$ cat config.mk
export PLATFORM = sky130hd
export DESIGN_NAME = exc_ctrl_flat
export DESIGN_NICKNAME = d
export VERILOG_FILES = /design/src/rtl/exc_ctrl_pkg.sv /design/src/rtl/exc_ctrl_if.sv /design/src/rtl/exc_ctrl_prio_enc.sv /design/src/rtl/exc_ctrl.sv /design/src/flat_wrapper.sv
export SDC_FILE = /design/constraint.sdc
export NUM_CORES = 1
export LEC_CHECK = 0
export ABC_AREA = 1
export CAP_MARGIN = 20
export CORE_MARGIN = 2
export CORE_UTILIZATION = 44
export CTS_BUF_LIST = sky130_fd_sc_hd__clkbuf_16
export DETAILED_ROUTE_END_ITERATION = 16
export GPL_ROUTABILITY_DRIVEN = 0
export PLACE_DENSITY = 0.91
export SETUP_SLACK_MARGIN = 0.05
export SLEW_MARGIN = 0
export SYNTH_ARGS = -nofsm -noshare
export SYNTH_HDL_FRONTEND = slang
export SYNTH_SLANG_ARGS = --single-unit
export TNS_END_PERCENT = 1
$ cat constraint.sdc
create_clock -name clk -period 2.3 [get_ports clk]
set_input_delay 0.345 -clock clk [delete_from_list [all_inputs] [get_ports clk]]
set_output_delay 0.345 -clock clk [all_outputs]
set_load 0.01 [all_outputs]
$ cat src/rtl/exc_ctrl_pkg.sv
// Shared definitions for the writeback-stage exception controller: request bit
// indices, exception codes, register select values and CP0 field positions.
package exc_pkg;

    localparam int unsigned EXC_REQ_W   = 15;
    localparam int unsigned EXC_NUM_SRC = 14;

    // Request bit index doubles as priority rank: bit 0 is highest. Bit 14 is reserved.
    localparam int unsigned EXC_DADEL   = 0;
    localparam int unsigned EXC_DTLBL   = 1;
    localparam int unsigned EXC_DADES   = 2;
    localparam int unsigned EXC_DTLBMOD = 3;
    localparam int unsigned EXC_DTLBS   = 4;
    localparam int unsigned EXC_RI      = 5;
    localparam int unsigned EXC_CPU     = 6;
    localparam int unsigned EXC_BREAK   = 7;
    localparam int unsigned EXC_SYSCALL = 8;
    localparam int unsigned EXC_IADEL   = 9;
    localparam int unsigned EXC_ITLBL   = 10;
    localparam int unsigned EXC_IBE     = 11;
    localparam int unsigned EXC_DBE     = 12;
    localparam int unsigned EXC_OV      = 13;

    typedef enum logic [4:0] {
        ExcInt  = 5'd0,
        ExcMod  = 5'd1,
        ExcTlbl = 5'd2,
        ExcTlbs = 5'd3,
        ExcAdel = 5'd4,
        ExcAdes = 5'd5,
        ExcIbe  = 5'd6,
        ExcDbe  = 5'd7,
        ExcSys  = 5'd8,
        ExcBp   = 5'd9,
        ExcRi   = 5'd10,
        ExcCpu  = 5'd11,
        ExcOv   = 5'd12
    } exc_code_e;

    localparam logic [1:0] SEL_STATUS = 2'd0;
    localparam logic [1:0] SEL_CAUSE  = 2'd1;
    localparam logic [1:0] SEL_EPC    = 2'd2;

    localparam int unsigned STATUS_IE     = 0;
    localparam int unsigned STATUS_EXL    = 1;
    localparam int unsigned STATUS_IM_LSB = 8;
    localparam int unsigned CAUSE_CODE_LSB = 2;
    localparam int unsigned CAUSE_IP_LSB   = 8;
    localparam int unsigned CAUSE_BD       = 31;

    function automatic exc_code_e exc_code_of(input int unsigned idx);
        case (idx)
            EXC_DADEL:   return ExcAdel;
            EXC_DTLBL:   return ExcTlbl;
            EXC_DADES:   return ExcAdes;
            EXC_DTLBMOD: return ExcMod;
            EXC_DTLBS:   return ExcTlbs;
            EXC_RI:      return ExcRi;
            EXC_CPU:     return ExcCpu;
            EXC_BREAK:   return ExcBp;
            EXC_SYSCALL: return ExcSys;
            EXC_IADEL:   return ExcAdel;
            EXC_ITLBL:   return ExcTlbl;
            EXC_IBE:     return ExcIbe;
            EXC_DBE:     return ExcDbe;
            EXC_OV:      return ExcOv;
            default:     return ExcInt;
        endcase
    endfunction

    // Address-related codes (TLB and alignment faults) capture the faulting address.
    function automatic logic code_has_badvaddr(input exc_code_e code);
        return (code >= ExcMod) && (code <= ExcAdes);
    endfunction

endpackage

$ cat src/rtl/exc_ctrl_if.sv
// Pipeline-facing bundle of the exception controller: request/control inputs
// and architectural register / redirect outputs.
interface exc_ctrl_if #(
    parameter int unsigned N_IRQ = 8
);
    import exc_pkg::*;

    logic [EXC_REQ_W-1:0] exc_req;
    logic [N_IRQ-1:0]     irq;
    logic [31:0]          pc_wb;
    logic                 delay_slot;
    logic [31:0]          badvaddr_in;
    logic                 eret;
    logic                 mtc0_we;
    logic [1:0]           mtc0_sel;
    logic [31:0]          mtc0_data;
    logic [31:0]          status;
    logic [31:0]          cause;
    logic [31:0]          epc;
    logic [31:0]          badvaddr;
    logic                 e_enter;
    logic                 flush;
    logic [31:0]          vector;

    modport master (
        output exc_req, irq, pc_wb, delay_slot, badvaddr_in, eret,
               mtc0_we, mtc0_sel, mtc0_data,
        input  status, cause, epc, badvaddr, e_enter, flush, vector
    );

    modport slave (
        input  exc_req, irq, pc_wb, delay_slot, badvaddr_in, eret,
               mtc0_we, mtc0_sel, mtc0_data,
        output status, cause, epc, badvaddr, e_enter, flush, vector
    );

endinterface

$ cat src/rtl/exc_ctrl_prio_enc.sv
// Fixed-priority encoder over the synchronous exception flags; lowest set
// index wins and is translated to its ExcCode.
module exc_prio_enc
    import exc_pkg::*;
(
    input  logic [EXC_REQ_W-1:0] req,
    output logic                 valid,
    output exc_code_e            code
);

    logic unused_reserved;
    assign unused_reserved = ^req[EXC_REQ_W-1:EXC_NUM_SRC];

    always_comb begin
        valid = 1'b0;
        code  = ExcInt;
        // Scan downward so the highest-priority (lowest) index is assigned last.
        for (int i = EXC_NUM_SRC - 1; i >= 0; i--) begin
            if (req[i]) begin
                valid = 1'b1;
                code  = exc_code_of(i);
            end
        end
    end

endmodule

$ cat src/rtl/exc_ctrl.sv
// Writeback-boundary exception/interrupt controller: holds Status, Cause, EPC,
// BadVAddr and the interrupt-pending register, and drives the pipeline redirect.
module exc_ctrl
    import exc_pkg::*;
#(
    parameter int unsigned N_IRQ       = 8,
    parameter logic [31:0] VEC_RESET   = 32'h8000_0100,
    parameter logic [31:0] VEC_GENERAL = 32'h8000_0000,
    parameter logic [31:0] VEC_IRQ     = 32'h8000_0200
) (
    input logic       clk,
    input logic       reset,
    exc_ctrl_if.slave bus
);

    logic             ie_q, ie_d;
    logic             exl_q, exl_d;
    logic [N_IRQ-1:0] im_q, im_d;
    logic             bd_q, bd_d;
    exc_code_e        code_q, code_d;
    logic [31:0]      epc_q, epc_d;
    logic [31:0]      badvaddr_q, badvaddr_d;
    logic [N_IRQ-1:0] ip_q;

    logic      sync_valid;
    exc_code_e sync_code;
    logic      irq_take;
    logic      take;
    logic      eret_take;
    exc_code_e take_code;

    exc_prio_enc u_prio_enc (
        .req   (bus.exc_req),
        .valid (sync_valid),
        .code  (sync_code)
    );

    assign irq_take  = !sync_valid && ie_q && !exl_q && |(ip_q & im_q);
    assign take      = sync_valid || irq_take;
    assign eret_take = bus.eret && !take;
    assign take_code = sync_valid ? sync_code : ExcInt;

    // Redirect outputs
    always_comb begin
        bus.e_enter = 1'b0;
        bus.flush   = 1'b0;
        bus.vector  = '0;
        if (reset) begin
            bus.e_enter = 1'b1;
            bus.flush   = 1'b1;
            bus.vector  = VEC_RESET;
        end else if (take) begin
            bus.e_enter = 1'b1;
            bus.flush   = 1'b1;
            bus.vector  = sync_valid ? VEC_GENERAL : VEC_IRQ;
        end else if (eret_take) begin
            bus.flush  = 1'b1;
            bus.vector = epc_q;
        end
    end

    // Next state: software writes first, then hardware events override per register.
    always_comb begin
        ie_d       = ie_q;
        exl_d      = exl_q;
        im_d       = im_q;
        bd_d       = bd_q;
        code_d     = code_q;
        epc_d      = epc_q;
        badvaddr_d = badvaddr_q;

        if (bus.mtc0_we) begin
            unique case (bus.mtc0_sel)
                SEL_STATUS: begin
                    if (!take && !eret_take) begin
                        ie_d  = bus.mtc0_data[STATUS_IE];
                        exl_d = bus.mtc0_data[STATUS_EXL];
                        im_d  = bus.mtc0_data[STATUS_IM_LSB +: N_IRQ];
                    end
                end
                SEL_CAUSE: begin
                    if (!take) bd_d = bus.mtc0_data[CAUSE_BD];
                end
                SEL_EPC: begin
                    // A nested entry leaves EPC alone, so the write still lands.
                    if (!take || exl_q) epc_d = bus.mtc0_data;
                end
                default: ;
            endcase
        end

        if (take) begin
            exl_d  = 1'b1;
            code_d = take_code;
            if (!exl_q) begin
                epc_d = bus.delay_slot ? bus.pc_wb - 32'd4 : bus.pc_wb;
                bd_d  = bus.delay_slot;
            end
            if (sync_valid && code_has_badvaddr(sync_code)) badvaddr_d = bus.badvaddr_in;
        end else if (eret_take) begin
            exl_d = 1'b0;
        end
    end

    always_ff @(posedge clk) begin
        if (reset) begin
            ie_q       <= 1'b0;
            exl_q      <= 1'b0;
            im_q       <= '0;
            bd_q       <= 1'b0;
            code_q     <= ExcInt;
            epc_q      <= '0;
            badvaddr_q <= '0;
            ip_q       <= '0;
        end else begin
            ie_q       <= ie_d;
            exl_q      <= exl_d;
            im_q       <= im_d;
            bd_q       <= bd_d;
            code_q     <= code_d;
            epc_q      <= epc_d;
            badvaddr_q <= badvaddr_d;
            ip_q       <= bus.irq;
        end
    end

    always_comb begin
        bus.status                             = '0;
        bus.status[STATUS_IE]                  = ie_q;
        bus.status[STATUS_EXL]                 = exl_q;
        bus.status[STATUS_IM_LSB +: N_IRQ]     = im_q;
        bus.cause                              = '0;
        bus.cause[CAUSE_BD]                    = bd_q;
        bus.cause[CAUSE_IP_LSB +: N_IRQ]       = ip_q;
        bus.cause[CAUSE_CODE_LSB +: 5]         = code_q;
    end

    assign bus.epc      = epc_q;
    assign bus.badvaddr = badvaddr_q;

endmodule

$ cat src/flat_wrapper.sv
// flat-port wrapper written by rule: the top's interface ports become plain ports
module exc_ctrl_flat import exc_pkg::*;
#(
    parameter int unsigned N_IRQ       = 8,
    parameter logic [31:0] VEC_RESET   = 32'h8000_0100,
    parameter logic [31:0] VEC_GENERAL = 32'h8000_0000,
    parameter logic [31:0] VEC_IRQ     = 32'h8000_0200
)
  (clk, reset, bus_exc_req, bus_irq, bus_pc_wb, bus_delay_slot, bus_badvaddr_in, bus_eret, bus_mtc0_we, bus_mtc0_sel, bus_mtc0_data, bus_status, bus_cause, bus_epc, bus_badvaddr, bus_e_enter, bus_flush, bus_vector);
  exc_ctrl_if #(.N_IRQ(N_IRQ)) bus_i ();
  input logic clk;
  input logic reset;
  input wire logic [$bits(bus_i.exc_req)-1:0] bus_exc_req;
  input wire logic [$bits(bus_i.irq)-1:0] bus_irq;
  input wire logic [$bits(bus_i.pc_wb)-1:0] bus_pc_wb;
  input wire logic [$bits(bus_i.delay_slot)-1:0] bus_delay_slot;
  input wire logic [$bits(bus_i.badvaddr_in)-1:0] bus_badvaddr_in;
  input wire logic [$bits(bus_i.eret)-1:0] bus_eret;
  input wire logic [$bits(bus_i.mtc0_we)-1:0] bus_mtc0_we;
  input wire logic [$bits(bus_i.mtc0_sel)-1:0] bus_mtc0_sel;
  input wire logic [$bits(bus_i.mtc0_data)-1:0] bus_mtc0_data;
  output wire logic [$bits(bus_i.status)-1:0] bus_status;
  output wire logic [$bits(bus_i.cause)-1:0] bus_cause;
  output wire logic [$bits(bus_i.epc)-1:0] bus_epc;
  output wire logic [$bits(bus_i.badvaddr)-1:0] bus_badvaddr;
  output wire logic [$bits(bus_i.e_enter)-1:0] bus_e_enter;
  output wire logic [$bits(bus_i.flush)-1:0] bus_flush;
  output wire logic [$bits(bus_i.vector)-1:0] bus_vector;
  assign bus_i.exc_req = bus_exc_req;
  assign bus_i.irq = bus_irq;
  assign bus_i.pc_wb = bus_pc_wb;
  assign bus_i.delay_slot = bus_delay_slot;
  assign bus_i.badvaddr_in = bus_badvaddr_in;
  assign bus_i.eret = bus_eret;
  assign bus_i.mtc0_we = bus_mtc0_we;
  assign bus_i.mtc0_sel = bus_mtc0_sel;
  assign bus_i.mtc0_data = bus_mtc0_data;
  assign bus_status = bus_i.status;
  assign bus_cause = bus_i.cause;
  assign bus_epc = bus_i.epc;
  assign bus_badvaddr = bus_i.badvaddr;
  assign bus_e_enter = bus_i.e_enter;
  assign bus_flush = bus_i.flush;
  assign bus_vector = bus_i.vector;
  exc_ctrl #(.N_IRQ(N_IRQ), .VEC_RESET(VEC_RESET), .VEC_GENERAL(VEC_GENERAL), .VEC_IRQ(VEC_IRQ)) u_core (.clk(clk), .reset(reset), .bus(bus_i));
endmodule
**Yosys cells after proc, flatten, opt, wreduce, memory -nomap -nowiden**

Cells that the tools add are included.

- Register bits after elaboration: 88
- Bits in latches: 0
- Memory bits (writable): 0
- Memory bits (read-only): 0
- Input port bits: 126
- Output and inout port bits: 162
- Memories kept: 0

- Add/sub/neg operators: 1
- Multipliers: 0
- Divide/modulo/power cells: 0
- Magnitude comparators: 2
- Equal/unequal tests: 2
- Shift operators: 0
- Muxes and demuxes: 54
- Bitwise operators: 1
- Reduce and logical (&&, ||, !) cells: 21

Operator list:

| operator | count |
|---|---|
| $mux W32 | 9 |
| $mux W5 | 14 |
| $sub A32 B3 Y32 const B | 1 |
| $mux W1 | 29 |
| $mux W10 | 1 |
| $reduce_bool A3 Y1 | 3 |
| $and A8 B8 Y8 | 1 |
| $reduce_or A8 Y1 | 1 |
| $logic_and A1 B1 Y1 | 7 |
| $reduce_and A3 Y1 | 2 |
| $ge A5 B1 Y1 const B | 1 |
| $le A5 B3 Y1 const B | 1 |
| $logic_not A1 Y1 | 4 |
| $mux W4 | 1 |
| $eq A2 B1 Y1 const B | 1 |
| $eq A2 B2 Y1 const B | 1 |
| $logic_not A2 Y1 | 1 |
| $logic_or A1 B1 Y1 | 2 |
| $reduce_and A2 Y1 | 1 |

**Logic depth before layout (Yosys ltp)**

Gate-level depths: netlist of the first run.

- Depth after elaboration: 28
- Mapped depth: 12

**By module**

A second synthesis of the first run with hierarchy kept.

- Cells, all modules: 841
- Area total of the unflattened synthesis: 5250.0 µm²

Modules (own cells, without submodules):

| module | times used | cells each | area an instance (µm²) |
|---|---|---|---|
| exc_ctrl | 1 | 793 | 5046.1 |
| exc_prio_enc | 1 | 48 | 203.9 |

**Worst setup path before layout of the first run**

No wires, ideal clock.

- Path kind: input port to output port
- Start point: input bus_exc_req[9]
- End point: output bus_vector[13]
- Data arrival time: 1.460 ns
- Data required time: 1.955 ns
- Path slack: 0.495 ns
- Cell stages on the path: 10
- Path buffers: 1
- Path through: inv_1 nand3_1 nor2_1 nand2_2 nor2_8 nand2_4 nor2_4 inv_2 buf_2 nor2_1

- Longest elaborated chain between the ends: 20

RTL lines:

| item | RTL line | text |
|---|---|---|
| start, declared | flat_wrapper.sv:13 | `input wire logic [$bits(bus_i.exc_req)-1:0] bus_exc_req;` |
| $mux W1 * (10 in series) | exc_ctrl_prio_enc.sv:19 | `if (req[i]) begin` |
| $logic_not A1 Y1 | exc_ctrl.sv:38 | `assign irq_take = !sync_valid && ie_q && !exl_q && \|(ip_q & im_q);` |
| $logic_and A1 B1 Y1 (3 in series) | exc_ctrl.sv:38 |  |
| $logic_or A1 B1 Y1 * | exc_ctrl.sv:39 | `assign take = sync_valid \|\| irq_take;` |
| $logic_not A1 Y1 | exc_ctrl.sv:40 | `assign eret_take = bus.eret && !take;` |
| $logic_and A1 B1 Y1 | exc_ctrl.sv:40 |  |
| $mux W32 | exc_ctrl.sv:56 | `end else if (eret_take) begin` |
| $mux W32 * | exc_ctrl.sv:52 | `end else if (take) begin` |
| $mux W32 * | exc_ctrl.sv:48 | `if (reset) begin` |
| end, declared | flat_wrapper.sv:28 | `output wire logic [$bits(bus_i.vector)-1:0] bus_vector;` |

Mark *: on every way between the ends. The rest lies on a longest branch, timed or not.

**Worst setup path after layout of the first run**

- Start point: input bus_exc_req[9]
- End point: register u_core.badvaddr_q[11] (netlist: u_core.bus.badvaddr[11])

- Longest elaborated chain between the ends: 16
- Elaborated cells between the ends (all ways): 30

RTL lines:

| item | RTL line | text |
|---|---|---|
| branches (longest 15 deep; another with $ge A5 B1 Y1) | - |  |
| $reduce_and A2 Y1 (no source line) * | - |  |
| end signal, assigned | exc_ctrl.sv:122 | `badvaddr_q <= badvaddr_d;` |
| end, declared | exc_ctrl.sv:22 | `logic [31:0] badvaddr_q, badvaddr_d;` |

Every way passes the cells marked *.
A chain may end at the register's enable or synchronous reset.

==> impl_metrics.ini, run 1 <==
[yosys]
ys_types = 31
synth_top_area_share_pct = 31.1
synth_warnings = 0
yosys.area.top_type = dfxtp_1
synth-seq-cells = 87
syn_area_um2 = 5590
yosys.area_share.adder_pct = 0.224
synth.mux.area_fraction_pct = 0
synth-xor-area-share_pct = 2.35
yosysSeqAreaShare_pct = 31.1
synth_simple_gate_area_share_pct = 40.1
synthTopCellsByArea = dfxtp_1 31%, nand2_1 16%, nor2_1 11%
syn_avg_cell_area_um2 = 6.08
syn_inst = 920
synth_top_family_by_area = simple AND/OR/NAND/NOR gates
synth_compound_area_share_pct = 8.35

[clock_tree]
numCtsBuffers = 9
clk_latency_ns = 0.34
cts_tree = built
cts-root-buf = clkbuf_16
clockBufferDepth = 2
cts.htree.levels = 3
hold_buffers = 0
clk_pin_slew_ns = 0.07
clkSinkCount = 87

[run_status]
violations = negative setup slack
status = complete, but fails checks

[global_route]
grt_util_all_layers_pct = 30.3
grt_overflow_total = 0
grt_pass1_wl_mm = 31.8
antenna_found_initial = 0
grt_max_degree = 58
first_global_vias = 6476

[layout]
drive_above_1_share_pct = 14.8
utilization_pct = 70.3
final_common_cell = nand2_1
final_area_um2 = 8800
diodes = 0
area_growth_syn_to_layout_pct = 57.4
final_cell_mix = 238 x nand2_1, 197 x clkdlybuf4s50_1, 154 x nor2_1
fin_nets = 1326
fin_cells = 1376
fillCellCount = 985

[setup_path]
cp-end-kind = flip-flop
r2r_setup_slack_ns = 0.52
crit_path_frequent_cell = buf_4
crit_chain = dlygate4sd2_1, inv_2, nand3_4, buf_4, buf_4, buf_4, buf_4, buf_4, buf_4, inv_2, nand2_2, a21oi_4, nand3_4, clkbuf_16, a21oi_1, nor2_1
critPathKind = in2reg
slowest_delay_ns = 0.26
critPathBufInv = 10
cp_num_cells = 16
required_ns = 2.53
path_delay_family = buffers and inverters
r2r-end = u_core.bus.epc[21]$_SDFF_PP0_
crit_fanout = 28
slowest_stage = clkbuf_16
crit_arrival_ns = 2.58
critPathLaunchType = input pin
reg2reg_from = u_core.im_q[4]$_SDFFE_PP0P_
r2r_cells = 11

[routing]
drc = 0
wire_per_inst_um = 16.4
drtPass1Iterations = 7
num_vias = 6952
post_drt_via_cell_ratio = 5.05
drtAntennaViolNets = 0
drt_iter0_drc = 603
totalWireLength_mm = 22.5

[min_path]
hold_depth = 2
hp-class = reg2reg
whs_endpoint = u_core.code_q[2]$_SDFFE_PP0P_
min_from = u_core.code_q[2]$_SDFFE_PP0P_

[floorplanning]
die_x_um = 117
initial_core_util_pct = 44.7
die-area_um2 = 13600
core-area_um2 = 12500
die-height_um = 117
num_io_pins = 288
row_count = 41

[timing]
slew_violations = 0
rsz0062_at_grt = yes
fmax_ghz = 0.425
slew_headroom_pct = 59.1
post-route-min-period_ns = 2.35
skew_ns = 0.00695
min_period_over_period_pct = 102
setup_slack_ns = -0.0509
hold_viol = 0
tightest_slew_ns = 0.614
hold_slack_ns = 0.466
setup_viol = 3

[place]
place_hpwl_mm = 15.1
port_buffers = 245
place_area_um2 = 8220
place_inst = 1329

[pwr]
power.total_w = 0.00425
power_leakage_nw = 4.29
powerDensity_nw_per_um2 = 482
vdd_ir_drop_max_mv = 0.412

[flow_run]
max_cap_viol_count = 0
[power by group]
part           total (W)  switching, W  internal (W)
Combinational    0.00105      0.000524      0.000527
Clock            0.00153      0.000671      0.000856
Sequential       0.00167     0.0000650       0.00160
[synthesized netlist by cell type]
| master | count |
|---|---|
| nand3b_1 | 3 |
| nand2_1 | 241 |
| xnor2_1 | 7 |
| buf_6 | 4 |
| xor2_1 | 8 |
| ha_1 | 1 |
| nand2_4 | 2 |
| a21oi_1 | 59 |
| nor3_2 | 12 |
| inv_2 | 4 |
| conb_1 | 1 |
| nor2_4 | 1 |
| clkbuf_1 | 22 |
| nor2_2 | 2 |
| o21ai_0 | 31 |
| buf_4 | 49 |
| a211oi_1 | 1 |
| nor2_1 | 158 |
| buf_1 | 2 |
| nand2_2 | 2 |
| or2_2 | 1 |
| nand4_1 | 17 |
| nand3_1 | 69 |
| and2_1 | 1 |
| inv_1 | 113 |
| buf_2 | 10 |
| nand3_2 | 2 |
| a21oi_2 | 1 |
| dfxtp_1 | 87 |
| nor3_1 | 8 |
| nor2_8 | 1 |
[flip-flops by register name (all words and copies together), names as in the netlist]
signal	flops
u_core.im_q	8
u_core.exl_q	1
u_core.bus.badvaddr	32
u_core.code_q	4
u_core.bd_q	1
u_core.bus.epc	32
u_core.ip_q	8
u_core.ie_q	1
[cell families (layout without fill, tap and decap cells)]
kind of cell | after synthesis | after routing
compound gates | 92 | 92
xor+xnor | 15 | 15
fa+ha+maj | 1 | 1
buf+inv | 204 | 448
flops | 87 | 87
other cells | 1 | 41
simple gates | 520 | 520
[worst max-delay path by stage]
stage / to / startpoint / slack, ns
after global placement: bus_vector[29] / bus_exc_req[12] / -0.37
final: u_core.bus.badvaddr[11]$_SDFFE_PP0P_ / bus_exc_req[9] / -0.05
after floorplan: bus_vector[13] / bus_exc_req[9] / 0.49
after CTS: bus_vector[1] / u_core.ip_q[1]$_SDFF_PP0_ / 0.05
after detailed placement: bus_vector[1] / bus_exc_req[12] / -0.48
after global routing: bus_vector[1] / bus_exc_req[13] / -0.12
[worst min-delay path: stages (launching register included)]
cell and delay [ns]:
dfxtp_1 0.33, nand2_1 0.05, o21ai_0 0.05
[final cells by class]
class | instances | area [µm²] | share of cell area [%]
clock inverter | 7 | 78.8 | 0.896
inverter | 117 | 444 | 5.05
clock buffer | 9 | 225 | 2.56
sequential | 87 | 1750 | 19.9
multi-input combinational | 669 | 3120 | 35.5
tap | 172 | 215 | 2.44
timing repair buffer | 315 | 2970 | 33.7
[what timing repair did]
| item | CTS | global route |
|---|---|---|
| gates cloned | 2 | 3 |
| resized for setup | 160 | 29 |
| pin swaps | 16 | 12 |
| endpoints found under the setup margin | 34 | 67 |
| setup buffers | 24 | 2 |
[layer usage]
metal	wire length (µm)	up-vias	GRT usage, %
met4	961	0	15.8
met5	0	-	0
met1	8170	3152	32.7
li1	-	3331	-
met2	11200	395	53.5
met3	2200	74	8.87
[metrics by stage]
step	setup WS, ns	setup TNS (ns)
6_report	-0.0509	-0.107
5_1_grt	-0.120	-1.42
4_1_cts	0.0508	0
3_5_place_dp	-0.475	-12.62
3_3_place_gp	-0.367	-10.90
2_1_floorplan	0.495	0
No activity file was read; power rests on OpenSTA's default activity.
==> inputs of run 2 (changes only) <==
CAP_MARGIN = not set   (was 20)
==> results of run 2 <==
Final layout, timing and power as in run 1 (identical DEF).
